--- src/rtl/mips_defs.sv ---
`default_nettype none
// ============================================================================
// Module      : mips_defs (package)
// Description : Shared definitions for the single-cycle MIPS datapath:
//               register-address type, well-known register numbers and
//               register-file sizing defaults.
// Revision    : 1.0 - initial release
// ============================================================================
package mips_defs;

    // Register-file sizing defaults
    localparam int NUM_REGS_DEF = 32;
    localparam int DATA_W_DEF   = 32;

    // Architectural register number; shared with the write-register select
    // mux and the control unit.
    typedef logic [4:0] reg_addr_t;

    // $zero is hardwired, $ra is the jal link target
    localparam reg_addr_t REG_ZERO = 5'd0;
    localparam reg_addr_t REG_RA   = 5'd31;

endpackage : mips_defs
`default_nettype wire

--- src/rtl/grf_read_port.sv ---
`default_nettype none
// ============================================================================
// Module      : grf_read_port
// Description : One combinational register-file read port. Forces $0 to
//               zero and optionally forwards the data being written this
//               cycle when the addresses match (write-through).
// Revision    : 1.0 - initial release
// ============================================================================
module grf_read_port
    import mips_defs::*;
#(
    parameter int NUM_REGS = NUM_REGS_DEF,
    parameter int DATA_W   = DATA_W_DEF,
    parameter int BYPASS   = 1
) (
    input  reg_addr_t                          i_addr,
    input  logic [NUM_REGS-1:0][DATA_W-1:0]    i_regs,
    input  logic                               i_we,
    input  reg_addr_t                          i_a3,
    input  logic [DATA_W-1:0]                  i_wd,
    output logic [DATA_W-1:0]                  o_rd
);

    // Bypass only matters when enabled at elaboration time
    localparam logic c_bypass_en = (BYPASS != 0);

    logic w_fwd;

    // Forward write data when the same register is being written right now
    assign w_fwd = c_bypass_en && i_we && (i_a3 == i_addr);

    // $0 wins over forwarding; otherwise forwarded data or stored value
    always_comb begin
        o_rd = '0;
        if (i_addr != REG_ZERO) begin
            if (w_fwd) begin
                o_rd = i_wd;
            end else begin
                o_rd = i_regs[i_addr];
            end
        end
    end

endmodule : grf_read_port
`default_nettype wire

--- src/rtl/grf.sv ---
`default_nettype none
// ============================================================================
// Module      : grf
// Description : General register file for the single-cycle MIPS datapath.
//               Two asynchronous read ports, one synchronous write port and
//               a registered trace of the last committed write.
// Revision    : 1.0 - initial release
// ============================================================================
module grf
    import mips_defs::*;
#(
    parameter int NUM_REGS = NUM_REGS_DEF,
    parameter int DATA_W   = DATA_W_DEF,
    parameter int BYPASS   = 1
) (
    input  logic              clk,
    input  logic              reset,
    input  logic              WE,
    input  reg_addr_t         A1,
    input  reg_addr_t         A2,
    input  reg_addr_t         A3,
    input  logic [DATA_W-1:0] WD,
    input  logic [31:0]       PC,
    output logic [DATA_W-1:0] RD1,
    output logic [DATA_W-1:0] RD2,
    output logic              trace_valid,
    output logic [31:0]       trace_pc,
    output reg_addr_t         trace_addr,
    output logic [DATA_W-1:0] trace_data,
    output logic [31:0]       write_count
);

    // Architectural register storage; entry 0 is never written
    logic [NUM_REGS-1:0][DATA_W-1:0] r_regs;

    // A write only commits to a real register outside reset
    logic w_commit;
    assign w_commit = WE && (A3 != REG_ZERO) && !reset;

    // Register update and write-trace capture; reset overrides any write
    always_ff @(posedge clk) begin
        if (reset) begin
            r_regs      <= '0;
            trace_valid <= 1'b0;
            trace_pc    <= '0;
            trace_addr  <= REG_ZERO;
            trace_data  <= '0;
            write_count <= '0;
        end else begin
            trace_valid <= 1'b0;
            if (w_commit) begin
                r_regs[A3]  <= WD;
                trace_valid <= 1'b1;
                trace_pc    <= PC;
                trace_addr  <= A3;
                trace_data  <= WD;
                write_count <= write_count + 32'd1;
            end
        end
    end

    grf_read_port #(
        .NUM_REGS (NUM_REGS),
        .DATA_W   (DATA_W),
        .BYPASS   (BYPASS)
    ) u_rd1 (
        .i_addr (A1),
        .i_regs (r_regs),
        .i_we   (WE),
        .i_a3   (A3),
        .i_wd   (WD),
        .o_rd   (RD1)
    );

    grf_read_port #(
        .NUM_REGS (NUM_REGS),
        .DATA_W   (DATA_W),
        .BYPASS   (BYPASS)
    ) u_rd2 (
        .i_addr (A2),
        .i_regs (r_regs),
        .i_we   (WE),
        .i_a3   (A3),
        .i_wd   (WD),
        .o_rd   (RD2)
    );

endmodule : grf
`default_nettype wire

--- config.mk ---
export PLATFORM = sky130hd
export DESIGN_NAME = grf
export DESIGN_NICKNAME = d
export VERILOG_FILES = /design/src/rtl/mips_defs.sv /design/src/rtl/grf_read_port.sv /design/src/rtl/grf.sv
export SDC_FILE = /design/constraint.sdc
export NUM_CORES = 2
export LEC_CHECK = 0
export BUFFER_PORTS_ARGS = -buffer_cell sky130_fd_sc_hd__buf_2
export CAP_MARGIN = 10
export CORE_ASPECT_RATIO = 0.7
export CORE_UTILIZATION = 28
export DETAILED_ROUTE_END_ITERATION = 12
export PLACE_DENSITY_LB_ADDON = 0.25
export REMOVE_ABC_BUFFERS = 1
export SYNTH_ARGS = -nofsm -noshare
export SYNTH_HDL_FRONTEND = slang
export SYNTH_HIERARCHICAL = 1
export SYNTH_SLANG_ARGS = --single-unit
--- constraint.sdc ---
create_clock -name clk -period 2.15 [get_ports clk]
set_input_delay 0.3225 -clock clk [delete_from_list [all_inputs] [get_ports clk]]
set_output_delay 0.3225 -clock clk [all_outputs]
set_load 0.05 [all_outputs]
; ---- After elaboration in Yosys (flattened, before gate mapping)
; Index checks and enable logic that the tools add are counted.
[totals]
ram_bits = 0
in_bits = 82
rom_bits = 0
wordCells = 65
latchBits = 0
ff_bits = 1126
output_inout_bits = 166
n_memories = 0
[classes]
eq_ne = 2
div_mod_pow = 0
shifts = 0
n_mux = 12
mul = 0
magnitude_cmp = 4
n_bitwise = 0
n_reduce_logical = 9
addsub = 1
[ops]
columns = cell, n
row1 = bitwise mux 1024 bit, 1
row2 = binary-select mux 32 bit (select 5 bit), 2
row3 = 2-to-1 mux 32 bit, 7
row4 = demux 32 bit (select 5 bit), 1
row5 = "adder 32 x 1 -> 32 bit, second input constant", 1
row6 = "less-than comparator 5 x 6 -> 1 bit, second input constant", 3
row7 = nonzero test 5 bit, 3
row8 = == test 5 bit, 2
row9 = "greater-or-equal comparator 5 x 1 -> 1 bit, second input constant", 1
row10 = logical AND 1 bit, 5
row11 = zero test 1 bit, 1
row12 = 2-to-1 mux 1 bit, 1

; ---- Depth between registers and ports, before layout
[logic_depth]
depth_word = 5
mapped_depth = 10
ltp_nobuf = 5

; ---- Hierarchy
; Netlist, hierarchy kept.
[modules_own_cells]
columns = mod, cells_per_inst, area_each_um2, seq_area_each_um2, instances
row1 = grf, 5025, 39372.8, 22541.6, 1
row2 = grf_read_port, 852, 9090.0, 0.0, 2

; ---- Worst setup path before layout
; OpenSTA, ideal clock, no wires.
[synth_path]
kind = input port to output port
startpoint = input A1[0]
endpoint = output RD1[15]
required_ps = 1827
stages = 9
arrival_ps = 2429
slack_ps = -602
path_buffers = 5
path_cell_list = buf_6 > buf_12 > buf_12 > buf_6 > buf_4 > a211oi_1 > a2111oi_0 > a21oi_1 > a21oi_1
[synth_between]
elab_chain_len = 4
word_cells_on_any_way = 7
classes_between = eq/ne: 1 / mux: 4 / reduce/logical: 2
[synth_lines]
columns = item, line
row1 = start: declaration, grf.sv:19  ; input reg_addr_t A1,
row2 = binary-select mux 32 bit (select 5 bit) or == test 5 bit (tied branches), "grf_read_port.sv:39, grf_read_port.sv:30"
row3 = 2-to-1 mux 32 bit (implied by the code) or logical AND 1 bit (tied branches), "grf_read_port.sv:39, grf_read_port.sv:30"
row4 = 2-to-1 mux 32 bit, grf_read_port.sv:36  ; if (w_fwd) begin
row5 = 2-to-1 mux 32 bit (*), grf_read_port.sv:35  ; if (i_addr != REG_ZERO) begin
row6 = end: declaration, grf.sv:24  ; output logic [DATA_W-1:0] RD1,
; Mark *: on every way between the ends. The rest lies on a longest branch, timed or not. The select of a mux whose other input is x is not followed.

; ---- Worst setup path after layout
[layout_path]
startpoint = register r_regs[368] (netlist name)
endpoint = output RD1[16]
[layout_between]
elab_chain_len = 4
[layout_lines]
columns = item, line
row1 = start: declaration, grf.sv:34  ; logic [NUM_REGS-1:0][DATA_W-1:0] r_regs;
row2 = start signal: assignment, grf.sv:43  ; r_regs <= '0;
row3 = start signal: indexed assignment, grf.sv:52  ; r_regs[A3] <= WD;
row4 = binary-select mux 32 bit (select 5 bit), grf_read_port.sv:39  ; o_rd = i_regs[i_addr];
row5 = 2-to-1 mux 32 bit (implied by the code), grf_read_port.sv:39
row6 = 2-to-1 mux 32 bit, grf_read_port.sv:36
row7 = 2-to-1 mux 32 bit, grf_read_port.sv:35
; Every way passes these cells. The select of a mux whose other input is x is not followed.

==> impl.org <==
** STA
- Dividing the final minimum period by the clock period gives 1.44.
- Once routing completed, OpenROAD measured the worst setup slack at -0.940 ns.
- After layout, the minimum clock period comes to 3.09 ns.
- The worst pin sits at a relative slew slack of 0.256.
- The final number of max-transition violations was 0.
- Setup repair after global routing missed its margin :: yes
- At the pin with the least slew margin, the transition time is 1.12 ns.
- Final Hold Vio Count :: 0
- Total of endpoints with negative setup slack in the final report :: 64
- Hold timing on the final database bottoms out at a slack of 0.0800 ns.
- Max Fclk :: 324 MHz
- Worst clock skew :: 0.00478 ns

** Worst setup path
- For this design, the slowest cell found on the critical path is sky130_fd_sc_hd__mux4_2.
- Biggest fanout along the worst timing path :: 3
- Kind of capture point of the worst setup path :: output port
- Arr. time, crit path :: 2.77 ns
- Kind of critical path :: reg -> out
- Launching element type of the critical path :: flip-flop
- Critical Path, Cell by Cell :: mux4_2, nor3_4, nor4_4, nor4b_4, buf_4, nor2_4, buf_12
- On the worst path, the slowest cell contributes a delay of 0.53 ns.
- At the worst endpoint, the required time is 1.83 ns.
- The number of buffers and inverters on the critical path is 2.
- The cell family contributing the most delay on the critical path is simple AND/OR/NAND/NOR gates.

** GRT
- Across every metal layer, demand over resource in global routing totals 0.259.
- First-pass GRT wire length :: 392000 µm
- The via count of the first global-routing pass came to 53.1k.
- The initial antenna violation count is 12.
- Maximum number of pins on one net before global-route repair :: 177
- Global routing finished with a remaining overflow of 0.

** Outcome
- The checks that failed: negative setup slack.
- Result of the run :: finished, violations left

** Min path
- The path class of the tightest hold or removal check is in -> reg.

** Floorplan
- Die Footprint :: 207000 µm²
- The die is 544 µm wide.
- Std-Cell Rows :: 138
- I/O pin count :: 248
- Die Height :: 381 µm
- Core region area :: 203000 µm²
- For this configuration, the core starts out at a cell density of 0.283.

** Cells and area
- Most common cell after layout, fill and taps aside :: sky130_fd_sc_hd__nand2_1
- Leaving out fill and tap cells, the most frequent cells in the layout are 2177 x sky130_fd_sc_hd__nand2_1, 1078 x sky130_fd_sc_hd__a21oi_1, 967 x sky130_fd_sc_hd__dfxtp_1.
- Share of final-layout standard cells stronger than drive strength 1 :: 0.294
- Net count, final :: 7319
- Compared with the post-synthesis result, the final layout area differs by 30.4%.

** Place
- I/O Buffers :: 247
- Pre-CTS setup slack :: -1.39 ns
- Summed over all nets, the half-perimeter wirelength after detailed placement is 185000 µm.
- At the end of routability-driven placement, the weighted congestion stood at 0.962.

** Yosys
- Dominant synthesized flop cell :: sky130_fd_sc_hd__dfxtp_1
- The synthesized design spends more area on one cell type than any other, namely sky130_fd_sc_hd__dfxtp_1.
- Share of synthesized flip-flops with an asynchronous set or reset :: 0
- The Yosys step of the flow raised 6 warnings.
- The synthesized netlist occupies a cell area of 57600 µm².
- Share of the synthesized area in the top cell type :: 0.392
- Largest cells by area after synthesis :: sky130_fd_sc_hd__dfxtp_1 39%, sky130_fd_sc_hd__nand2_1 14%, sky130_fd_sc_hd__mux4_2 13%
- A synthesized cell averages 8.55 µm².
- For this run, the register share of the synthesized area comes to 0.392.
- Counting flops with a built-in enable in the synthesized netlist gives 0.
- Synthesis instantiated 80 different standard cells from the library.
- Gate Count Post-Synth :: 6729
- Seq cells post-synth :: 1126

** Flow run
- The tool flagged a number of max-cap violations equal to 0.

** Routing
- Ratio of routed vias to standard cells :: 5.66
- For this block, the via count after detailed routing is 56.9k.
- Count of TritonRoute iterations in the first routing pass :: 6
- In the routed design, unresolved DRC markers number 0.
- After detailed routing, the average wire length per cell comes to 27.7 µm.
- Once detail routing completed, the nets flagged for antenna violations numbered 0.
- The first routing iteration left 7223 violations.
- The final layout contains routed wiring with a total length of 279000 µm.

** CTS
- Root cell of the clock tree :: sky130_fd_sc_hd__clkbuf_16
- TritonCTS built the clock tree.
- Buffers inserted during clock tree synthesis total 118.
- The H-tree was split into 3 levels.
- Worst skew pair latency :: 0.76 ns
- Clock-pin slew was measured on the worst setup and hold paths at 0.07 ns.
- Maximum number of buffers from clock root to sink :: 3
- Number of sinks on the clock net :: 1126

** Power
- Overall power consumption :: 49.2 mW
- Peak supply drop :: 0.639 mV
- Power Dens Cells :: 656 nW/µm²
- For this design the static power due to leakage is 25.9 nW.
-- what timing repair did --
item / 4_1_cts / 5_1_grt
endpoints found under the hold margin: 72 / 0
pin swaps: 164 / 109
setup endpoints to repair: 64 / 69
gates resized for setup: 614 / 179
hold buffers: 43 / 0
buffers inserted: 24 / 8
cloned: 4 / 3
-- flip-flops by register name, indices dropped and copies added (netlist names) --
signal	flops
r_regs	1024
trace_addr	5
trace_data	32
trace_pc	32
trace_valid	1
write_count	32
-- per-layer routing --
layer | wire length (µm) | up-vias | global-route usage
li1 | - | 24700 | -
met1 | 121000 | 28400 | 0.374
met2 | 115000 | 3262 | 0.375
met3 | 32700 | 528 | 0.0638
met4 | 9990 | 6 | 0.0819
met5 | 33 | - | 0
-- cells by family (layout without fill, tap and decap cells) --
family,after synthesis,after routing,share of synthesized area
buf+inv,683,1277,0.0608
simple gates,2584,2586,0.184
mux,688,688,0.197
fa+ha+maj,1,1,0.000217
compound gates,1631,1631,0.164
other cells,0,1,0
xor+xnor,16,16,0.00243
flops,1126,1126,0.392
-- worst reg2reg max path: cells and delay by family (launching register included) --
family | cells | cell delay (ns)
DFF | 1 | 0.39
buffers and inverters | 2 | 0.35
AOI/OAI and AO/OA | 1 | 0.17
and+or+nand+nor | 3 | 1.08
-- path summary, 6_finish.rpt --
kind / from / end / slack [ns] / depth (start not counted)
setup / recovery: r_regs[368] / RD1[16] / -0.94 / 7
hold / removal: WD[1] / r_regs[33] / 0.08 / 4
setup reg to reg: write_count[8] / write_count[18] / 0.08 / 6
hold reg to reg: trace_data[11] / trace_data[11] / 0.45 / 2
-- cells in the mapped netlist (11+ instances only) --
cell and count:
sky130_fd_sc_hd__and3_1 13, sky130_fd_sc_hd__buf_8 16, sky130_fd_sc_hd__nor3_1 48, sky130_fd_sc_hd__a21oi_1 1133
sky130_fd_sc_hd__a22oi_1 68, sky130_fd_sc_hd__nand2_1 2201, sky130_fd_sc_hd__clkbuf_1 464, sky130_fd_sc_hd__buf_1 19
sky130_fd_sc_hd__mux4_2 330, sky130_fd_sc_hd__mux2_2 30, sky130_fd_sc_hd__o31ai_1 19, sky130_fd_sc_hd__nor4_1 18
sky130_fd_sc_hd__dfxtp_1 1126, sky130_fd_sc_hd__buf_6 25, sky130_fd_sc_hd__buf_12 20, sky130_fd_sc_hd__o22ai_1 34
sky130_fd_sc_hd__o2111ai_1 11, sky130_fd_sc_hd__xor2_1 12, sky130_fd_sc_hd__a221o_1 26, sky130_fd_sc_hd__buf_4 32
sky130_fd_sc_hd__mux4_1 16, sky130_fd_sc_hd__a211oi_1 24, sky130_fd_sc_hd__mux2i_1 312, sky130_fd_sc_hd__nand2b_1 46
sky130_fd_sc_hd__a2bb2oi_1 14, sky130_fd_sc_hd__nor2b_1 53, sky130_fd_sc_hd__nand3_1 39, sky130_fd_sc_hd__nor2_1 58
sky130_fd_sc_hd__and4_1 22, sky130_fd_sc_hd__o21ai_0 106, sky130_fd_sc_hd__or4_1 23, sky130_fd_sc_hd__o21ai_1 16
sky130_fd_sc_hd__buf_2 96, sky130_fd_sc_hd__a221oi_1 78
-- through the flow --
| stage | setup TNS, ns | utilization | area [µm²] | instances |
|---|---|---|---|---|
| 6_report | -43.63 | 0.369 | 75000 | 10100 |
| 2_1_floorplan | -173.37 | - | 54100 | 6057 |
| 3_3_place_gp | -133.05 | 0.333 | 67600 | 9795 |
| 4_1_cts | -45.34 | 0.366 | 74300 | 10000 |
| 3_5_place_dp | -143.15 | 0.333 | 67600 | 9795 |
| 5_1_grt | -45.97 | 0.369 | 75000 | 10100 |
-- layout make-up --
type | count | area [µm²]
Sequential cell | 1126 | 22700
Clock inverter | 38 | 394
Antenna cell | 1 | 2.50
Clock buffer | 171 | 3410
Fill cell | 20400 | 128000
Tap cell | 2730 | 3420
Inverter | 11 | 42.5
Multi-Input combinational cell | 4922 | 34300
Timing Repair Buffer | 1057 | 10800
-- power by group --
part           leakage (nW)  switching (mW)  internal, mW
registers              9.17           0.104          21.0
clock network          1.88            9.44          11.7
logic                  14.9            4.43          2.56
total                  25.9            14.0          35.3
No activity file was read; power rests on OpenSTA's default activity.
